### src/rtl/rr_mux_arbiter.sv
// Round-robin arbiter sharing one N:1 W-bit registered mux between N requesters.
// A grant captures the winner's data; valid/ready hands it downstream and acks the winner.
module rr_mux_arbiter #(
  parameter int N     = 8,
  parameter int W     = 8,
  parameter int SEL_W = 3
) (
  input  logic             clk,
  input  logic             rst_n,
  input  logic [N-1:0]     req,
  input  logic [N*W-1:0]   din,
  output logic [N-1:0]     ack,
  output logic [W-1:0]     dout,
  output logic             dout_valid,
  input  logic             dout_ready,
  output logic [SEL_W-1:0] sel,
  output logic             busy
);

  typedef enum logic {IDLE, HOLD} state_t;

  state_t           state_q, state_d;
  logic [SEL_W-1:0] ptr_q;
  logic [SEL_W-1:0] idx;
  logic [SEL_W-1:0] grant;
  logic             found;
  logic [W-1:0]     gdata;
  logic             xfer;

  // Search starts at ptr; the SEL_W-bit add wraps modulo N since N is a power of two.
  always_comb begin
    found = 1'b0;
    grant = '0;
    idx   = '0;
    for (int unsigned i = 0; i < N; i++) begin
      idx = ptr_q + SEL_W'(i);
      if (!found && req[idx]) begin
        found = 1'b1;
        grant = idx;
      end
    end
  end

  always_comb begin
    gdata = '0;
    for (int unsigned i = 0; i < N; i++) begin
      if (grant == SEL_W'(i)) gdata = din[i*W +: W];
    end
  end

  assign xfer       = (state_q == HOLD) && dout_ready;
  assign dout_valid = (state_q == HOLD);
  assign busy       = dout_valid;

  always_comb begin
    ack = '0;
    if (xfer) ack[sel] = 1'b1;
  end

  always_comb begin
    state_d = state_q;
    case (state_q)
      IDLE:    if (found) state_d = HOLD;
      HOLD:    if (dout_ready) state_d = IDLE;
      default: state_d = IDLE;
    endcase
  end

  always_ff @(posedge clk or negedge rst_n) begin
    if (!rst_n) state_q <= IDLE;
    else        state_q <= state_d;
  end

  always_ff @(posedge clk or negedge rst_n) begin
    if (!rst_n) begin
      dout  <= '0;
      sel   <= '0;
      ptr_q <= '0;
    end else begin
      if (state_q == IDLE && found) begin
        dout <= gdata;
        sel  <= grant;
      end
      if (xfer) ptr_q <= sel + 1'b1;
    end
  end

endmodule

### config.mk
export PLATFORM = sky130hd
export DESIGN_NAME = rr_mux_arbiter
export DESIGN_NICKNAME = d
export VERILOG_FILES = /design/src/rtl/rr_mux_arbiter.sv
export SDC_FILE = /design/constraint.sdc
export NUM_CORES = 1
export LEC_CHECK = 0
export CORE_MARGIN = 2
export CORE_UTILIZATION = 48
export CTS_CLUSTER_SIZE = 12
export DETAILED_ROUTE_END_ITERATION = 16
export PLACE_DENSITY_LB_ADDON = 0.25
export SYNTH_ARGS = -nofsm -noshare
export SYNTH_HDL_FRONTEND = slang
export SYNTH_SLANG_ARGS = --single-unit
### constraint.sdc
create_clock -name clk -period 8.3 [get_ports clk]
set_clock_uncertainty 0.1 [all_clocks]
set_input_delay 1.66 -clock clk [delete_from_list [all_inputs] [get_ports clk]]
set_output_delay 1.66 -clock clk [all_outputs]
set_load 0.005 [all_outputs]
==> results.md, run 1 <==
Status:
- The run finished with clean final reports.

Clock network:
- The maximum clock path buffer count is 2.
- TritonCTS built the clock tree.
- The number of buffers inserted during clock tree synthesis is 3.
- The clock slew seen by the registers of the worst setup and hold paths is 0.06 ns.
- CTS built an H-tree with a depth of 1.
- Gates resized during post-CTS repair numbered 0.
- The clock net in this run drives a total of 15 sinks.
- The tree is rooted in a sky130_fd_sc_hd__clkbuf_8.
- In this run the post-CTS setup repair buffer count came out at 0.
- The clock latency reported for the late side of the worst-skew pair is 0.25 ns.
- Hold repair after CTS inserted 0 buffers.

STA:
- The number of pins exceeding their max-slew limit in the final report came to 0.
- The clock period minus final worst setup slack is 5.808 ns.
- The top achievable clock speed is 172.2 MHz.
- The count of endpoints failing setup in the final report is 0.
- The count of endpoints failing hold in the final timing report is 0.
- The final clock period utilization by the worst path is 69.97%.
- Setup repair after global routing left no endpoint under its margin.
- The worst slew margin relative to its limit is 20.13%.
- For the final routed database, the setup TNS stands at 0 ns.
- For the pin with the worst max-slew slack, the measured transition is 1.191 ns.

Drt:
- For this run, the detailed router's first-pass iteration total came to 4.
- The via count is 2702.
- After detailed routing, the average wire length per cell comes to 18.05 um.
- The via density per instance is 6.495.
- Once detail routing completed, the nets flagged for antenna violations numbered 0.
- The number of DRC markers after the initial detailed-route iteration is 214.
- The total detailed-routing wirelength is 7507 um.
- The remaining routing DRC violations is 0.

Floorplan:
- The number of standard-cell rows in the floorplan is 25.
- In this run the horizontal extent of the chip is 74.12 um.
- From bottom edge to top edge, the die measures 74.12 um.
- The area of the core region is 0.004723 mm2.
- The starting density of the core is 49.96%.
- 96 I/O pins were placed.
- The die area is 0.005493 mm2.

Yosys:
- After synthesis the netlist holds a flip-flop and latch count of 15.
- The cell count after synthesis is 272.
- The proportion of synthesized chip area in sequential cells is 15.91%.
- The warning count from the yosys run is 0.
- The flip-flop cell with the highest count after synthesis is sky130_fd_sc_hd__dfrtp_1.
- The synthesized cell area is 0.002360 mm2.
- The number of synthesized flops with an enable pin is 0.
- The mean instance size in the synthesized netlist is 8.676 um2.
- The number of distinct library cells after synthesis is 51.
- The proportion of synthesized flip-flops having asynchronous set or reset is 100.0%.
- The net count of the mapped netlist is 350.

Layout:
- The number of antenna diodes in the final layout is 0.
- The area growth from synthesis to layout is 40.61%.
- For this run, the post-layout net count is 428.
- Excluding fillers, the count of instances in the completed layout stands at 416.
- The layout has 385 filler cells.
- The most frequent standard cell in the layout excluding fill and tap cells is sky130_fd_sc_hd__clkdlybuf4s50_1.
- The layout cell share with drive strength beyond 1 is 11.75%.
- In the layout the commonest cells are sky130_fd_sc_hd__clkdlybuf4s50_1 (95), sky130_fd_sc_hd__inv_1 (18), sky130_fd_sc_hd__nand2_1 (18).

GRT:
- The total overflow left after global routing is 0.
- The first global-routing pass estimated 12120 um of wire.
- The overall global routing resource usage is 27.84%.
- The number of global-route vias before repair came to 2443.
- Entering global routing, the biggest net connects 32 pins.
- The number of antenna violations at the first check in global routing came to 0.

Setup path:
- STA classifies the critical path endpoint as a flop.
- Measured in cells, the most critical reg-to-reg path has a length of 10.
- The category of the worst setup path launch point is an input port.
- The startpoint-to-endpoint class of the critical path is in2reg.
- For the worst setup path, the data arrival time is 5.83 ns.
- The required arrival time at the worst endpoint is 8.32 ns.
- The largest driver fanout on the critical path is 31.

Placement:
- The cell count after placement is 412.
- At the end of routability-driven placement, the weighted congestion stood at 0.9038.
- The count of input and output buffers is 95.
- The detailed placer's ending HPWL is 5809 um.

Min path:
- The type of the worst min-delay path is reg2reg.
- The worst hold path stage count is 2.

Power and ir drop:
- The worst-case IR drop observed on VDD is 0.2509 mV.
- The cell area power density is 426.1 mW/mm2.
- The reported leakage power is 0.001180 uW.

Run:
- The number of maximum-capacitance violations is 0.
## critical path: stages
cell and delay, ns:
sky130_fd_sc_hd__clkdlybuf4s50_1 0.51, sky130_fd_sc_hd__mux4_2 0.49, sky130_fd_sc_hd__mux2i_1 0.43, sky130_fd_sc_hd__nor3_1 0.08, sky130_fd_sc_hd__a211oi_1 0.98, sky130_fd_sc_hd__o21a_1 0.91, sky130_fd_sc_hd__o221ai_1 0.21, sky130_fd_sc_hd__a311oi_1 0.41
sky130_fd_sc_hd__a211oi_1 0.13
## metrics by stage
stage          utilization [%]  hold slack, ns  setup slack (ns)  total power [uW]  instance area [um2]
3_3_place_gp             69.27          0.4679             2.419              1309                 3272
5_1_grt                  70.25          0.4938             2.153              1528                 3318
6_report                 70.25          0.4694             2.492              1414                 3318
4_1_cts                  70.25          0.4628             2.612              1394                 3318
3_5_place_dp             69.27          0.4541             2.371              1333                 3272
2_1_floorplan                -          0.4551             3.747              1077                 2360
## where the power goes
group          switching [uW]  internal [uW]  leakage (uW)  total, uW
logic                     656            525      0.000981       1180
registers                65.0            109      0.000173        174
clock network            25.8           33.3     0.0000255       59.1
## Yosys cell counts (8+ instances only)
| master | n | area (um2) |
|---|---|---|
| sky130_fd_sc_hd__or4_1 | 8 | 60.06 |
| sky130_fd_sc_hd__buf_2 | 14 | 70.07 |
| sky130_fd_sc_hd__a211oi_1 | 10 | 75.07 |
| sky130_fd_sc_hd__nor2_1 | 14 | 52.55 |
| sky130_fd_sc_hd__nand2b_1 | 9 | 56.30 |
| sky130_fd_sc_hd__o21ai_0 | 8 | 40.04 |
| sky130_fd_sc_hd__nand2_1 | 18 | 67.56 |
| sky130_fd_sc_hd__dfrtp_1 | 15 | 375.4 |
| sky130_fd_sc_hd__inv_1 | 18 | 67.56 |
| sky130_fd_sc_hd__nor3_1 | 14 | 70.07 |
| sky130_fd_sc_hd__nand4_1 | 15 | 93.84 |
| sky130_fd_sc_hd__mux4_2 | 10 | 225.2 |
| sky130_fd_sc_hd__o221ai_1 | 8 | 70.07 |
| sky130_fd_sc_hd__mux2_2 | 9 | 101.4 |
| sky130_fd_sc_hd__o211ai_1 | 17 | 127.6 |
## sequential cells by signal (all words and copies together) (netlist names)
| register | flops |
|---|---|
| dout | 8 |
| busy | 1 |
| ptr_q | 3 |
| sel | 3 |
## cell families after synthesis
logic type,after synthesis,synth area share [%]
simple gates,89,20.63
compound gates,83,27.47
buf+inv,44,9.173
mux,32,23.01
flops,15,15.91
xor+xnor,6,2.227
fa+ha+maj,3,1.591
## metal layers
layer	global-route usage [%]	up-vias	routed length, um
met2	43.65	132	3496
li1	-	1258	-
met4	7.879	0	153
met1	40.69	1294	3317
met5	0	-	0
met3	3.117	18	539
## area by class of cell
type                    instances  area (um2)  share of cell area (%)
inverters                      19       71.32                   2.149
well taps                      67       83.83                   2.526
repair buffers                 98       973.4                   29.34
clock buffers                   3       41.29                   1.244
flip-flops and latches         15       375.4                   11.31
multi-input cells             213        1768                   53.28
clock inverters                 1       5.005                  0.1508
## final timing paths
| check | startpoint | endpoint | slack [ns] |
|---|---|---|---|
| hold reg to reg | dout[2] | dout[2] | 0.47 |
| setup / recovery | req[4] | dout[2] | 2.49 |
| max in group asynchronous | rst_n | dout[1] | 5.96 |
| hold / removal | dout[2] | dout[2] | 0.47 |
| setup reg to reg | ptr_q[0] | dout[2] | 2.71 |
| min in group asynchronous | rst_n | sel[0] | 1.71 |
Power figures use the tool's default switching activity.
==> inputs of run 2 (changes only) <==
- CORE_UTILIZATION: 48 -> 40
- clock period: 8.3 -> 5 ns (I/O delays scaled with it)
==> results.md, run 2 (synthesis results as in run 1) <==
Placement:
- The count of input and output buffers was 95 (unchanged).
- The detailed placer's ending HPWL is 6058 um (+4.3%).
- The placed standard-cell area came to 0.003368 mm2 (+2.9%).
- The placer congestion estimate is 0.9391 (+3.9%).

Layout:
- The final standard cell utilization of the core is 61.02% (-9.2 points).
- The growth of design area from synthesis to finish is 45.02%.
- dout holds more flip-flops than any other register.
- The diode insertion count for antenna repair was 0 (unchanged).
- The largest registers in the layout are dout x8, ptr_q x3, sel x3.
- Leaving out fill and tap cells, the most frequent cells in the layout are sky130_fd_sc_hd__clkdlybuf4s50_1 (95), sky130_fd_sc_hd__inv_1 (18), sky130_fd_sc_hd__nand2_1 (18).
- The count of nets after finishing came to 440 (+2.8%).
- The layout cell share with drive strength beyond 1 is 14.68% (+2.9 points).
- The area occupied by multi-input gates came to 0.001775 mm2 (+0.42%).
- The area of all placed cells without fillers came to 0.003422 mm2 (+3.1%).
- The area of all sequential standard cells is 375.4 um2 (unchanged).
- The flip-flop count of the largest register, all copies and words added is 8 (unchanged).
- The most frequent standard cell in the layout excluding fill and tap cells is sky130_fd_sc_hd__clkdlybuf4s50_1.
- The filler cell count is 500 (+30%).

Setup path:
- On the critical path, the stage with the largest delay is an instance of sky130_fd_sc_hd__mux4_1.
- The launch point of the worst reg-to-reg path is ptr_q[0].
- The delay of the slowest cell on the worst path came to 0.62 ns (-0.36 ns).
- The category of the worst setup path launch point is an input port.
- The setup slack of the worst register-to-register path is 0.39 ns (-2.32 ns).
- The arrival time of data at the critical path endpoint is 4.63 ns (-1.20 ns).
- The reg-to-reg endpoint is dout[7].
- The worst reg-to-reg path cell count is 10 (unchanged).
- The critical path is of the in2reg type.
- The worst setup path is captured at a flop.
- The signal on the critical path passes through clkdlybuf4s50_1 -> mux4_1 -> mux2_2 -> or4_4 -> o211ai_2 -> a211oi_4 -> or4_1 -> a311oi_1 -> a211oi_1.
- The largest driver fanout on the critical path is 22 (-29%).
- The required arrival time at the worst endpoint is 5.02 ns (-3.30 ns).

Drt:
- The total detailed-routing wirelength came to 7610 um (+1.4%).
- The number of iterations in the first detailed-routing pass is 5 (+1).
- The uppermost layer routed is met4.
- The routed length per placed instance is 17.58 um (-2.6%).
- The via density per instance came to 6.092 (-6.2%).
- The met1 layer wirelength in the final routing is 3470 um (+4.6%).
- The remaining routing DRC violations was 0 (unchanged).
- The met2 routed wirelength is 3519 um (+0.66%).
- The via count is 2638 (-2.4%).
- The wire length on met3 is 563 um (+4.5%).
- The number of DRC markers after the initial detailed-route iteration is 190 (-11%).
- The remaining number of nets flagged by the antenna check after routing came to 0 (unchanged).

Floorplan:
- The area of the core region is 0.005608 mm2 (+19%).
- The die area is 0.006529 mm2 (+19%).
- The vertical die dimension was 80.81 um (+9.0%).
- The die extent in x is 80.81 um (+9.0%).
- The count of pins on the block boundary came to 96 (unchanged).
- The starting density of the core is 42.08% (-7.9 points).
- The number of standard-cell rows in the floorplan is 27 (+8.0%).

Clock network:
- The tree is rooted in a sky130_fd_sc_hd__clkbuf_8.
- The count of hold buffers inserted by post-cts repair was 0 (unchanged).
- The clock latency reported for the late side of the worst-skew pair is 0.25 ns (about the same).
- The clock tree from TritonCTS is yes.
- The post-CTS setup repair buffer count came to 0 (unchanged).
- The number of buffers inserted during clock tree synthesis is 3 (unchanged).
- The level count of the clock H-tree came to 1 (unchanged).
- The clock net sink count was 15 (unchanged).
- The clock slew seen by the registers of the worst setup and hold paths came to 0.06 ns (about the same).
- The maximum clock path buffer count is 2 (unchanged).

STA:
- The transition time at the pin with the least slew margin is 0.7949 ns (-0.3959 ns).
- Based on the critical path, the design can be clocked at up to 216.6 MHz.
- The setup TNS is 0 ns (unchanged).
- The count of endpoints failing setup in the final report is 0 (unchanged).
- The clock period minus final worst setup slack is 4.618 ns.
- The worst slew margin relative to its limit is 47.01% (+27 points).
- The post-route worst hold slack is 0.4667 ns (-0.002685 ns).
- The count of endpoints failing hold in the final timing report is 0 (unchanged).
- Setup repair after global routing left no endpoint under its margin.
- The number of pins exceeding their max-slew limit in the final report was 0 (unchanged).
- After layout, the worst path uses 92.35% of the clock period.

GRT:
- The first-pass GRT wire length is 11730 um (-3.2%).
- The number of global-route vias before repair is 2337 (-4.3%).
- The aggregate global routing overflow is 0 (unchanged).
- The largest net degree at the start of global routing came to 32 (unchanged).
- The overall global routing resource usage is 22.77% (-5.1 points).
- The number of antenna violations at the first check in global routing came to 0 (unchanged).

Min path:
- The path class of the tightest hold or removal check is reg2reg.
- The launch point of the worst hold path is dout[1].
- The worst hold path stage count is 2 (unchanged).
- The worst hold path endpoint is dout[1].

Power and ir drop:
- The maximum vdd ir drop is 0.4834 mV (+93%).
- The cell area power density is 717.2 mW/mm2 (+68%).
- The reported leakage power is 0.001240 uW (+5.1%).

Status:
- The run finished with clean final reports.

Run:
- The number of maximum-capacitance violations is 0 (unchanged).
-- run 2: changes by cell type in the layout (fill, tap and decap cells not counted) --
cell / change
sky130_fd_sc_hd__buf_4: +12
sky130_fd_sc_hd__a211oi_4: +1
sky130_fd_sc_hd__a211oi_2: -1
-- run 2: what timing repair did --
| action | in CTS | in global routing |
|---|---|---|
| gates resized for setup | 0 | 1 |
| endpoints found under the hold margin | 0 | 0 |
| endpoints found under the setup margin | 0 | 1 |
-- run 2: layer usage --
layer / up-vias / GRT usage (%)
met1: 1248 / 34.10
met2: 109 / 34.05
met4: 0 / 5.932
met5: - / 0
li1: 1275 / -
met3: 6 / 3.556
-- run 2: where the power goes --
group | internal, uW | total, uW | switching, uW
Combinational | 963 | 2100 | 1140
Sequential | 181 | 250 | 68.7
Clock | 55.3 | 99.6 | 44.3
Total | 1200 | 2450 | 1260
-- run 2: area by class of cell --
class | instances | area share, %
Clock buffer | 3 | 1.207
Clock inverter | 1 | 0.1463
Inverter | 19 | 2.084
Multi-Input combinational cell | 213 | 51.88
Sequential cell | 15 | 10.97
Tap cell | 72 | 2.633
Timing Repair Buffer | 110 | 31.08
-- run 2: how the worst max path moves through the flow --
| stage | startpoint | end | slack, ns | depth (start not counted) |
|---|---|---|---|---|
| 6_report | req[2] | dout[7] | 0.38 | 9 |
| 5_1_grt | ptr_q[0] | dout[7] | 0.15 | 10 |
| 4_1_cts | req[0] | dout[7] | 0.36 | 9 |
| 3_5_place_dp | req[0] | dout[7] | 0.09 | 9 |
| 3_3_place_gp | req[2] | dout[7] | 0.15 | 9 |
| 2_1_floorplan | ptr_q[0] | dout[6] | 0.87 | 12 |
-- run 2: worst max-delay path, delay by kind of cell --
| family | cells | cell delay, ns |
|---|---|---|
| compound gates | 4 | 1.05 |
| buf+inv | 1 | 0.49 |
| mux | 2 | 0.99 |
| simple gates | 2 | 1.08 |
-- run 2: through the flow --
stage                     setup slack [ns]  total power [uW]  cells
after floorplan                     0.8729              1787    272
after global placement              0.1462              2303    429
after detailed placement           0.08567              2312    429
after CTS                           0.3574              2418    433
after global routing                0.1489              2657    433
final                               0.3824              2454    433
==> inputs of run 3 (changes only) <==
- REMOVE_ABC_BUFFERS: unset -> 1
==> results.md, run 3 (synthesis results as in run 1) <==
Status:
- The flow ran to the end, and the final reports show no timing, DRC or antenna violations.

Clock network:
- The number of buffers inserted during clock tree synthesis is 3 (unchanged).
- The clock tree from TritonCTS is yes.
- The maximum clock path buffer count is 2 (unchanged).
- The number of instances resized during post-cts repair came to 0 (unchanged).
- The post-CTS setup repair buffer count is 0 (unchanged).
- The clock latency reported for the late side of the worst-skew pair was 0.25 ns (about the same).
- The clock slew seen by the registers of the worst setup and hold paths is 0.06 ns (about the same).
- The level count of the clock H-tree was 1 (unchanged).
- The count of hold buffers inserted by post-cts repair is 0 (unchanged).
- The clock net sink count is 15 (unchanged).
- The cell sitting at the root of the clock tree is a sky130_fd_sc_hd__clkbuf_8.

Power and ir drop:
- The share of power burned in combinational logic is 86.1% (+0.3 points).
- The switching share of power came to 49.80% (-1.3 points).
- The clock network power share is 4.0% (about the same).
- The internal power consumption is 1263 uW (+5.4%).
- The total power of the final layout is 2517 uW (+2.6%).
- The power spent charging and discharging nets is 1253 uW (-0.14%).
- The reported leakage power is 0.001252 uW (+1.0%).
- The maximum vdd ir drop came to 0.7503 mV (+55%).
- The cell area power density was 730.1 mW/mm2 (+1.8%).
- The sequential share of power is 9.9% (-0.3 points).

Layout:
- Relative to the synthesized area, the layout overhead comes to 46.08%.
- The most frequent standard cell in the layout excluding fill and tap cells is sky130_fd_sc_hd__clkdlybuf4s50_1.
- The flip-flop count of the largest register, all copies and words added is 8 (unchanged).
- In the layout the commonest cells are sky130_fd_sc_hd__clkdlybuf4s50_1 (95), sky130_fd_sc_hd__inv_1 (18), sky130_fd_sc_hd__nand2_1 (18).
- The layout cell share with drive strength beyond 1 is 14.92% (+0.24 points).
- The diode insertion count for antenna repair is 0 (unchanged).
- The area occupied by multi-input gates came to 0.001768 mm2 (-0.42%).
- In the final layout, the registers with the most flip-flops are dout x8, ptr_q x3, sel x3.
- The filler cell count came to 515 (+3.0%).
- The area of all sequential standard cells came to 375.4 um2 (unchanged).
- The count of nets after finishing is 441 (+0.23%).
- Ranked by flip-flop count, first place goes to dout.
- The final standard cell utilization of the core is 61.47% (+0.45 points).

Placement:
- The detailed placer's ending HPWL is 6219 um (+2.7%).
- The count of input and output buffers is 95 (unchanged).
- The placer congestion estimate came to 0.9003 (-4.1%).

Setup path:
- The type of element capturing the critical path is a flop.
- The largest driver fanout on the critical path is 9 (-59%).
- The arrival time of data at the critical path endpoint came to 4.71 ns (+0.08 ns).
- The startpoint-to-endpoint class of the critical path is in2reg.
- The worst setup path is launched from an input port.
- The required arrival time at the worst endpoint was 5.02 ns (about the same).

GRT:
- The first-pass GRT wire length is 12480 um (+6.4%).
- The number of global-route vias before repair came to 2537 (+8.6%).
- The number of antenna violations at the first check in global routing is 0 (unchanged).
- The aggregate global routing overflow is 0 (unchanged).
- The largest net degree at the start of global routing is 32 (unchanged).
- The overall global routing resource usage is 24.21% (+1.4 points).

STA:
- Setup repair after global routing left no endpoint under its margin.
- The number of pins exceeding their max-slew limit in the final report is 0 (unchanged).
- The top achievable clock speed is 213.3 MHz (-1.5%).
- The transition time at the pin with the least slew margin came to 1.153 ns (+0.3579 ns).
- The post-route worst hold slack is 0.4604 ns (-0.006354 ns).
- The count of endpoints failing setup in the final report is 0 (unchanged).
- The setup TNS came to 0 ns (unchanged).
- The clock period minus final worst setup slack is 4.689 ns (+0.07141 ns).
- The count of endpoints failing hold in the final timing report is 0 (unchanged).
- The final clock period utilization by the worst path is 93.78% (+1.4 points).
- The worst slew margin relative to its limit came to 23.00% (-24 points).

Min path:
- The type of the worst min-delay path is reg2reg.

Drt:
- The via density per instance is 6.258 (+2.7%).
- The via count is 2716 (+3.0%).
- The remaining number of nets flagged by the antenna check after routing was 0 (unchanged).
- The routed length per placed instance is 18.48 um (+5.1%).
- The remaining routing DRC violations is 0 (unchanged).
- The total detailed-routing wirelength came to 8019 um (+5.4%).
- The number of DRC markers after the initial detailed-route iteration came to 220 (+16%).
- The number of iterations in the first detailed-routing pass is 5 (unchanged).

Floorplan:
- The die area was 0.006529 mm2 (unchanged).
- The number of standard-cell rows in the floorplan is 27 (unchanged).
- The count of pins on the block boundary is 96 (unchanged).
- The die extent in x is 80.81 um (unchanged).
- The vertical die dimension was 80.81 um (unchanged).
- The area of the core region was 0.005608 mm2 (unchanged).
- The starting density of the core is 42.08% (unchanged).

Run:
- The number of maximum-capacitance violations is 0 (unchanged).
-- run 3: layout make-up --
| type | count | share of cell area (%) |
|---|---|---|
| Multi-Input combinational cell | 213 | 51.29 |
| Clock inverter | 1 | 0.1452 |
| Clock buffer | 3 | 1.198 |
| Sequential cell | 15 | 10.89 |
| Timing Repair Buffer | 111 | 31.80 |
| Tap cell | 72 | 2.613 |
| Inverter | 19 | 2.069 |
-- run 3: layer usage --
metal	wire length [um]	global-route usage (%)
met2	3725	38.93
met4	104	5.932
met1	3437	33.94
met3	752	4.111
met5	0	0
-- run 3: per-stage QoR --
step                      setup WS, ns  std cells  instance area [um2]
after floorplan                 0.3521        247                 2215
after global placement          0.2482        430                 3401
after detailed placement       0.04721        430                 3401
after CTS                       0.3041        434                 3447
after global routing           0.03170        434                 3447
final                           0.3110        434                 3447
-- run 3: final timing paths --
kind	from	endpoint	slack [ns]	depth (start not counted)
max	req[2]	dout[0]	0.31	10
min	dout[0]	dout[0]	0.46	2
max reg2reg	ptr_q[0]	dout[7]	0.50	11
min reg2reg	dout[0]	dout[0]	0.46	2
max in group asynchronous	rst_n	sel[0]	3.24	1
min in group asynchronous	rst_n	dout[0]	1.09	1
-- run 3: worst max-delay path: stages --
cell and delay [ns]:
sky130_fd_sc_hd__clkdlybuf4s50_1 0.51, sky130_fd_sc_hd__mux4_2 0.50, sky130_fd_sc_hd__mux2i_1 0.42, sky130_fd_sc_hd__nor3_1 0.09, sky130_fd_sc_hd__a211oi_1 0.69, sky130_fd_sc_hd__o21ai_1 0.31, sky130_fd_sc_hd__buf_4 0.25, sky130_fd_sc_hd__or4_1 0.51
sky130_fd_sc_hd__a311oi_1 0.31, sky130_fd_sc_hd__a211oi_1 0.12
-- run 3: power groups by stage --
stage | registers (uW) | clock network, uW | logic (uW)
final | 249 | 100 | 2170
after global routing | 257 | 110 | 2360
after CTS | 249 | 102 | 2150
after detailed placement | 250 | 0 | 2150
after global placement | 248 | 0 | 2130
after floorplan | 267 | 0 | 1350
